**src/rtl/ghash_pkg.sv**
```systemverilog
// Shared types and constants for the GHASH sequencing controller.
package ghash_pkg;

  localparam int GHASH_W     = 128;
  localparam int LEN_W       = 64;
  localparam int MUL_LAT_DEF = 4;

  // State encoding kept as plain constants for compatibility with older tooling.
  typedef logic [2:0] ghash_state_e;
  localparam ghash_state_e S_IDLE  = 3'd0;
  localparam ghash_state_e S_RUN   = 3'd1;
  localparam ghash_state_e S_ISSUE = 3'd2;
  localparam ghash_state_e S_WAIT  = 3'd3;
  localparam ghash_state_e S_LEN   = 3'd4;
  localparam ghash_state_e S_DONE  = 3'd5;

  // A byte count of 0 stands for a full 16-byte block.
  function automatic logic [LEN_W-1:0] nbytes_bits(input logic [4:0] nbytes);
    logic [LEN_W-1:0] n;
    n = (nbytes == 5'd0) ? LEN_W'(16) : LEN_W'(nbytes);
    return n << 3;
  endfunction

endpackage

```
**src/rtl/ghash_len_ctr.sv**
```systemverilog
// AAD and ciphertext bit counters; forms the GHASH length block {aad_bits, ct_bits}.
module ghash_len_ctr
  import ghash_pkg::*;
(
  input  logic               clk,
  input  logic               rst,
  input  logic               clr,
  input  logic               inc,
  input  logic               aad,
  input  logic [4:0]         nbytes,
  output logic [GHASH_W-1:0] len_blk
);

  logic [LEN_W-1:0] aad_bits_q;
  logic [LEN_W-1:0] ct_bits_q;
  logic [LEN_W-1:0] add_bits;

  assign add_bits = nbytes_bits(nbytes);

  // NOTE: sequential state is written with <= only, so every register samples pre-edge values.
  always_ff @(posedge clk or posedge rst) begin
    if (rst) begin
      aad_bits_q <= '0;
      ct_bits_q  <= '0;
    end else if (clr) begin
      aad_bits_q <= '0;
      ct_bits_q  <= '0;
    end else if (inc) begin
      if (aad) aad_bits_q <= aad_bits_q + add_bits;
      else     ct_bits_q  <= ct_bits_q + add_bits;
    end
  end

  assign len_blk = {aad_bits_q, ct_bits_q};

endmodule

```
**src/rtl/ghash_sched.sv**
```systemverilog
// Sequencer for the pipelined split GF(2^128) multiplier of the GHASH datapath.
// Define GHASH_LEN_BLOCK_EN to have the controller count lengths and issue the length block itself.
module ghash_sched
  import ghash_pkg::*;
#(
  parameter int DATA__WIDTH = GHASH_W,
  parameter int SPLIT_WIDTH = GHASH_W / 4,
  parameter int MUL_LAT     = MUL_LAT_DEF
) (
  input  logic                   clk,
  input  logic                   rst,
  input  logic [DATA__WIDTH-1:0] h_i,
  input  logic                   h_load_i,
  input  logic                   start_i,
  input  logic                   blk_valid_i,
  output logic                   blk_ready_o,
  input  logic [DATA__WIDTH-1:0] blk_i,
  input  logic                   blk_last_i,
  input  logic                   blk_aad_i,
  input  logic [4:0]             blk_nbytes_i,
  output logic [SPLIT_WIDTH-1:0] ha_o,
  output logic [SPLIT_WIDTH-1:0] hb_o,
  output logic [SPLIT_WIDTH-1:0] hc_o,
  output logic [SPLIT_WIDTH-1:0] hd_o,
  output logic [DATA__WIDTH-1:0] mul_a_o,
  output logic                   mul_flush_o,
  input  logic [DATA__WIDTH-1:0] mul_res_i,
  output logic                   hash_valid_o,
  input  logic                   hash_ready_i,
  output logic [DATA__WIDTH-1:0] hash_o
);

  localparam int CNT_W = $clog2(MUL_LAT + 2);

  ghash_state_e           state_q, state_d;
  logic [DATA__WIDTH-1:0] h_q, y_q, a_q;
  logic [CNT_W-1:0]       cnt_q;
  logic                   last_q;
  logic                   accept;
  logic                   prod_due;

  // A restart in the same cycle must not swallow a block the sequence is about to drop.
  assign blk_ready_o = (state_q == S_RUN) && !start_i;
  assign accept      = blk_valid_i && blk_ready_o;
  assign prod_due    = (state_q == S_WAIT) && (cnt_q == CNT_W'(MUL_LAT));
  assign mul_flush_o = start_i;

  assign ha_o = h_q[4*SPLIT_WIDTH-1 -: SPLIT_WIDTH];
  assign hb_o = h_q[3*SPLIT_WIDTH-1 -: SPLIT_WIDTH];
  assign hc_o = h_q[2*SPLIT_WIDTH-1 -: SPLIT_WIDTH];
  assign hd_o = h_q[SPLIT_WIDTH-1:0];

  assign hash_valid_o = (state_q == S_DONE);
  assign hash_o       = hash_valid_o ? y_q : '0;

`ifdef GHASH_LEN_BLOCK_EN
  logic [GHASH_W-1:0] len_blk;
  logic               len_q;

  ghash_len_ctr u_len_ctr (
    .clk     (clk),
    .rst     (rst),
    .clr     (start_i),
    .inc     (accept),
    .aad     (blk_aad_i),
    .nbytes  (blk_nbytes_i),
    .len_blk (len_blk)
  );

  always_ff @(posedge clk or posedge rst) begin
    if (rst)                    len_q <= 1'b0;
    else if (start_i)           len_q <= 1'b0;
    else if (state_q == S_LEN)  len_q <= 1'b1;
  end
`else
  logic unused_len_in;
  assign unused_len_in = ^{blk_aad_i, blk_nbytes_i};
`endif

  // NOTE: every always_comb output gets a default first so no path can infer a latch.
  always_comb begin
    mul_a_o = '0;
    if (state_q == S_ISSUE) mul_a_o = a_q;
`ifdef GHASH_LEN_BLOCK_EN
    if (state_q == S_LEN)   mul_a_o = len_blk ^ y_q;
`endif
  end

  always_comb begin
    state_d = state_q;
    if (start_i) begin
      state_d = S_RUN;
    end else begin
      case (state_q)
        S_IDLE:  state_d = S_IDLE;
        S_RUN:   if (blk_valid_i) state_d = S_ISSUE;
        S_ISSUE: state_d = S_WAIT;
        S_WAIT: begin
          if (prod_due) begin
`ifdef GHASH_LEN_BLOCK_EN
            if (len_q)       state_d = S_DONE;
            else if (last_q) state_d = S_LEN;
            else             state_d = S_RUN;
`else
            state_d = last_q ? S_DONE : S_RUN;
`endif
          end
        end
`ifdef GHASH_LEN_BLOCK_EN
        S_LEN:   state_d = S_WAIT;
`endif
        S_DONE:  if (hash_ready_i) state_d = S_IDLE;
        default: state_d = S_IDLE;
      endcase
    end
  end

  always_ff @(posedge clk or posedge rst) begin
    if (rst) begin
      state_q <= S_IDLE;
      h_q     <= '0;
      y_q     <= '0;
      a_q     <= '0;
      cnt_q   <= '0;
      last_q  <= 1'b0;
    end else begin
      state_q <= state_d;
      if (state_q == S_IDLE && h_load_i) h_q <= h_i;
      if (start_i) begin
        y_q    <= '0;
        cnt_q  <= '0;
        last_q <= 1'b0;
      end else begin
        if (accept) begin
          a_q    <= blk_i ^ y_q;
          last_q <= blk_last_i;
        end
        // The LEN cycle issues its operand directly, so it restarts the latency count like ISSUE.
        if (state_q == S_ISSUE || state_q == S_LEN) cnt_q <= CNT_W'(1);
        else if (state_q == S_WAIT)                 cnt_q <= cnt_q + CNT_W'(1);
        if (prod_due) y_q <= mul_res_i;
      end
    end
  end

endmodule

```
**config.mk**
```make
export PLATFORM = sky130hd
export DESIGN_NAME = ghash_sched
export DESIGN_NICKNAME = d
export VERILOG_FILES = /design/src/rtl/ghash_pkg.sv /design/src/rtl/ghash_len_ctr.sv /design/src/rtl/ghash_sched.sv
export SDC_FILE = /design/constraint.sdc
export NUM_CORES = 1
export LEC_CHECK = 0
export ABC_AREA = 1
export CORE_AREA = 4 4 304 306
export CTS_CLUSTER_SIZE = 30
export DETAILED_ROUTE_END_ITERATION = 10
export DIE_AREA = 0 0 308 310
export PLACE_DENSITY = 0.55
export RECOVER_POWER = 50
export SLEW_MARGIN = 25
export SYNTH_ARGS = -nofsm -noshare
export SYNTH_HDL_FRONTEND = slang
export SYNTH_HIERARCHICAL = 1
export SYNTH_SLANG_ARGS = --single-unit
```
**constraint.sdc**
```tcl
create_clock -name clk -period 17.9 [get_ports clk]
set_clock_uncertainty 0.15 [all_clocks]
set_input_delay 2.685 -clock clk [delete_from_list [all_inputs] [get_ports clk]]
set_output_delay 2.685 -clock clk [all_outputs]
set_load 0.005 [all_outputs]
```
; ---- Yosys cells after proc, flatten, opt, wreduce, memory -nomap -nowiden
; Index checks and enable logic that the tools add are counted.
[totals]
register_bits = 391
inputBits = 397
output_inout_bits = 387
elab_cells = 45
[op_classes]
add_sub_neg = 1
n_eq_ne = 9
mux = 15
bitwise = 2
n_reduce_logical = 12
[op_table]
columns = op, count
row1 = $mux W128, 4
row2 = $xor A128 B128 Y128, 1
row3 = $mux W3, 8
row4 = $pmux W3 S4, 1
row5 = $eq A3 B3 Y1 const B, 3
row6 = $eq A3 B2 Y1 const B, 2
row7 = $ne A3 B3 Y1 const B, 2
row8 = $logic_and A1 B1 Y1, 4
row9 = $reduce_bool A2 Y1, 2
row10 = $add A3 B1 Y3 const B, 1
row11 = $eq A3 B1 Y1 const B, 1
row12 = $logic_not A3 Y1, 1
row13 = $ne A3 B2 Y1 const B, 1
row14 = $reduce_and A3 Y1, 1
row15 = $reduce_bool A3 Y1, 1
row16 = $mux W1, 2
row17 = $reduce_and A2 Y1, 1
row18 = $logic_not A1 Y1, 1
row19 = $logic_or A1 B1 Y1, 1
row20 = $not A1 Y1, 1

; ---- Longest topological paths before layout
[depth]
ltp_word = 5
ltp_mapped = 8
depth_no_buf = 8

; ---- Least setup slack after synthesis
; OpenSTA, ideal clock, no wires.
[synth_timing]
path_type = input port to output port
from = in start_i
to = out mul_flush_o
arrival_ns = 2.796
path_slack_ns = 12.269
path_stages = 1
n_path_buf = 1
cell_sequence = buf_4
[synth_rtl]
columns = element, line
row1 = "start, declared", ghash_sched.sv:14  ; input logic start_i,
row2 = "end, declared", ghash_sched.sv:26  ; output logic mul_flush_o,
; No word-level cell between the ends.

; ---- Worst setup path after layout
[layout_timing]
from = in h_load_i
to = reg h_q[51]
[layout_via]
elab_chain_cells = 1
[layout_rtl]
columns = element, line
row1 = "start, declared", ghash_sched.sv:13  ; input logic h_load_i,
row2 = $logic_and A1 B1 Y1, ghash_sched.sv:128  ; if (state_q == S_IDLE && h_load_i) h_q <= h_i;
row3 = "end signal, assigned", ghash_sched.sv:128
row4 = "end, declared", ghash_sched.sv:36  ; logic [DATA__WIDTH-1:0] h_q, y_q, a_q;
; Every way passes these cells.
; A chain may end at the register's enable or synchronous reset.

==> qor.txt <==
status - finished with violations
violated checks - max-capacitance violations, max-slew violations
register area share after synthesis - 55.2%
Core ar. - 0.0896 mm^2
maximum net fanout on the critical path - 255
Critical Path End Type - register
syn nets - 2,509
setup TNS - 0 ps
TritonCTS Sinks - 391
CTS tree - yes
worst hold slack - 325 ps
synth warn - 6
Routed WL - 69,600 um
Final period util - 59.5%
Design Area, Final - 0.0280 mm^2
Fill cells - 9,598
Die Wd - 308 um
Max Cap Viol - 7
Overflow after GRT - 0
Worst-Margin Slew - 9110 ps
Synth-to-Final Area Change - 58.4%
I/O Buffers - 777
Initial Util - 19.8%
Hold EP - h_q[120]
All-Layer GR Usage - 13.8%
largest net degree at the start of global routing - 256
floorplan row count - 110
initial DRC count - 786
Die Area - 0.0955 mm^2
CTS max path bufs - 3
most frequent cells in the layout - clkdlybuf4s50_1 (670), inv_1 (392), dfrtp_1 (391)
layout cells sized above 1 - 3.29%
Slew Viols, Final - 745
worst hold path class - register to register
Routability Congestion - 0.781
r2r startpoint - state_q[1]
cts hold-fix bufs - 0
DP Cell Count - 3,951
synthesized area per cell - 8.39 um^2
PostCTS Resize Cnt - 0
# setup viols final - 0
FMAX - 94.0 MHz
DP HPWL - 50,300 um
Root Driver - clkbuf_16
clk_lat worst skew - 570 ps
placed inst area - 0.0265 mm^2
initial antenna violation count - 13
hold path cells - 2
routed len/inst - 17.2 um
Nets - 3,225
CP required - 17,820 ps
global-route wire length before repair - 101,000 um
io pins - 784
Worst R2R End - h_q[51]
worst vdd ir - 0.0596 mV
most common cell after layout, fill and taps aside - clkdlybuf4s50_1
number of global-route vias before repair - 15,700
post-DR vias/cell - 3.96
unrepaired setup endpoints after global routing - false
Clock Pin Slew Worst Setup and Hold Paths - 60 ps
final hold vios - 0
Worst Path Class, Setup - input port to register
power density cells - 112 mW/mm^2
slew margin rel. - -507%
cts bufs inserted - 48
Mapped Area - 0.0177 mm^2
Lkg Pwr - 12.5 nW
DRT Pass-1 Iters - 4
r2r setup slk - 9230 ps
Hold Crit Start - h_q[120]
R2R depth - 4
DR DRC count - 0
Final Critical Period - 10,640 ps
antenna violation net count after detailed routing - 0
Mapped Cells - 2,110
synthesized flop and latch total - 391
# Post-CTS Setup Buffers - 0
Finished Layout Cells - 4,043
htree depth - 2
Chip Height - 310 um
post-synth cell types - 19
Critical Path AT - 10,570 ps
Vias - 16,000
Setup crit start kind - input port
## cell families (layout without fill, tap and decap cells)
group	count (synthesis)	after routing	share of synthesized area [%]
flops	391	391	55.2
simple gates	673	673	15.4
xor+xnor	128	128	6.33
compound gates	393	393	11.1
fa+ha+maj	2	2	0.141
other cells	0	6	0
buf+inv	523	1274	11.8
## routing by layer
metal | global-route usage, % | part of all wire, %
met3 | 4.59 | 8.5
met2 | 23.2 | 48
met4 | 4.65 | 3.1
met1 | 16.6 | 40
met5 | 0 | 0.085
## power breakdown
group	switching [mW]	internal, mW
clock network	0.393	0.569
logic	0.447	0.476
registers	0.102	1.17
## synth_stat cells
cell	count	area, um^2
nor3_4	1	16.3
dfrtp_1	391	9780
buf_2	55	275
buf_1	1	3.75
nand2_1	270	1010
nand4_1	3	18.8
clkbuf_2	1	5.00
nor3_2	1	10.0
inv_1	394	1480
o21ai_1	2	10.0
xor2_1	128	1120
nor2_1	260	976
nand3_1	138	691
ha_1	2	25.0
o21ai_0	386	1930
a21oi_1	5	25.0
buf_4	15	113
clkbuf_1	55	206
inv_2	2	7.51
## how the worst max path moves through the flow
stage / from / endpoint / slack, ps
after global placement: start_i / mul_flush_o / 11040
after floorplan: rst / a_q[0] / 4200
final: h_load_i / h_q[51] / 7260
after detailed placement: start_i / blk_ready_o / 11060
after global routing: h_load_i / h_q[118] / 5960
after CTS: start_i / mul_flush_o / 11050
## per-stage QoR
step / setup slack [ps] / total power, mW / utilization [%]
final: 7260 / 3.15 / 31.3
after global routing: 5960 / 3.37 / 31.3
after global placement: 11040 / 2.22 / 29.6
after CTS: 11050 / 3.23 / 31.3
after floorplan: 4200 / 1.66 / -
after detailed placement: 11060 / 2.24 / 29.6
## registers in the layout, indices dropped and copies added, names as in the netlist
| name | count |
|---|---|
| cnt_q | 3 |
| last_q | 1 |
| state_q | 3 |
| h_q | 128 |
| y_q | 128 |
| a_q | 128 |
## worst max-delay path, stage by stage
cell,delay (ps)
dlygate4sd3_1,530
nand4_1,160
clkbuf_1,6160
o21ai_0,720
## layout make-up
| type | instances | area, um^2 | area share, % |
|---|---|---|---|
| clock inverters | 9 | 45.0 | 0.161 |
| inverters | 396 | 1490 | 5.32 |
| clock buffers | 76 | 1500 | 5.34 |
| repair buffers | 793 | 7880 | 28.1 |
| flip-flops and latches | 391 | 9780 | 34.9 |
| diodes | 6 | 15.0 | 0.0535 |
| well taps | 1176 | 1470 | 5.25 |
| multi-input cells | 1196 | 5870 | 20.9 |
No activity file was read; power rests on OpenSTA's default activity.
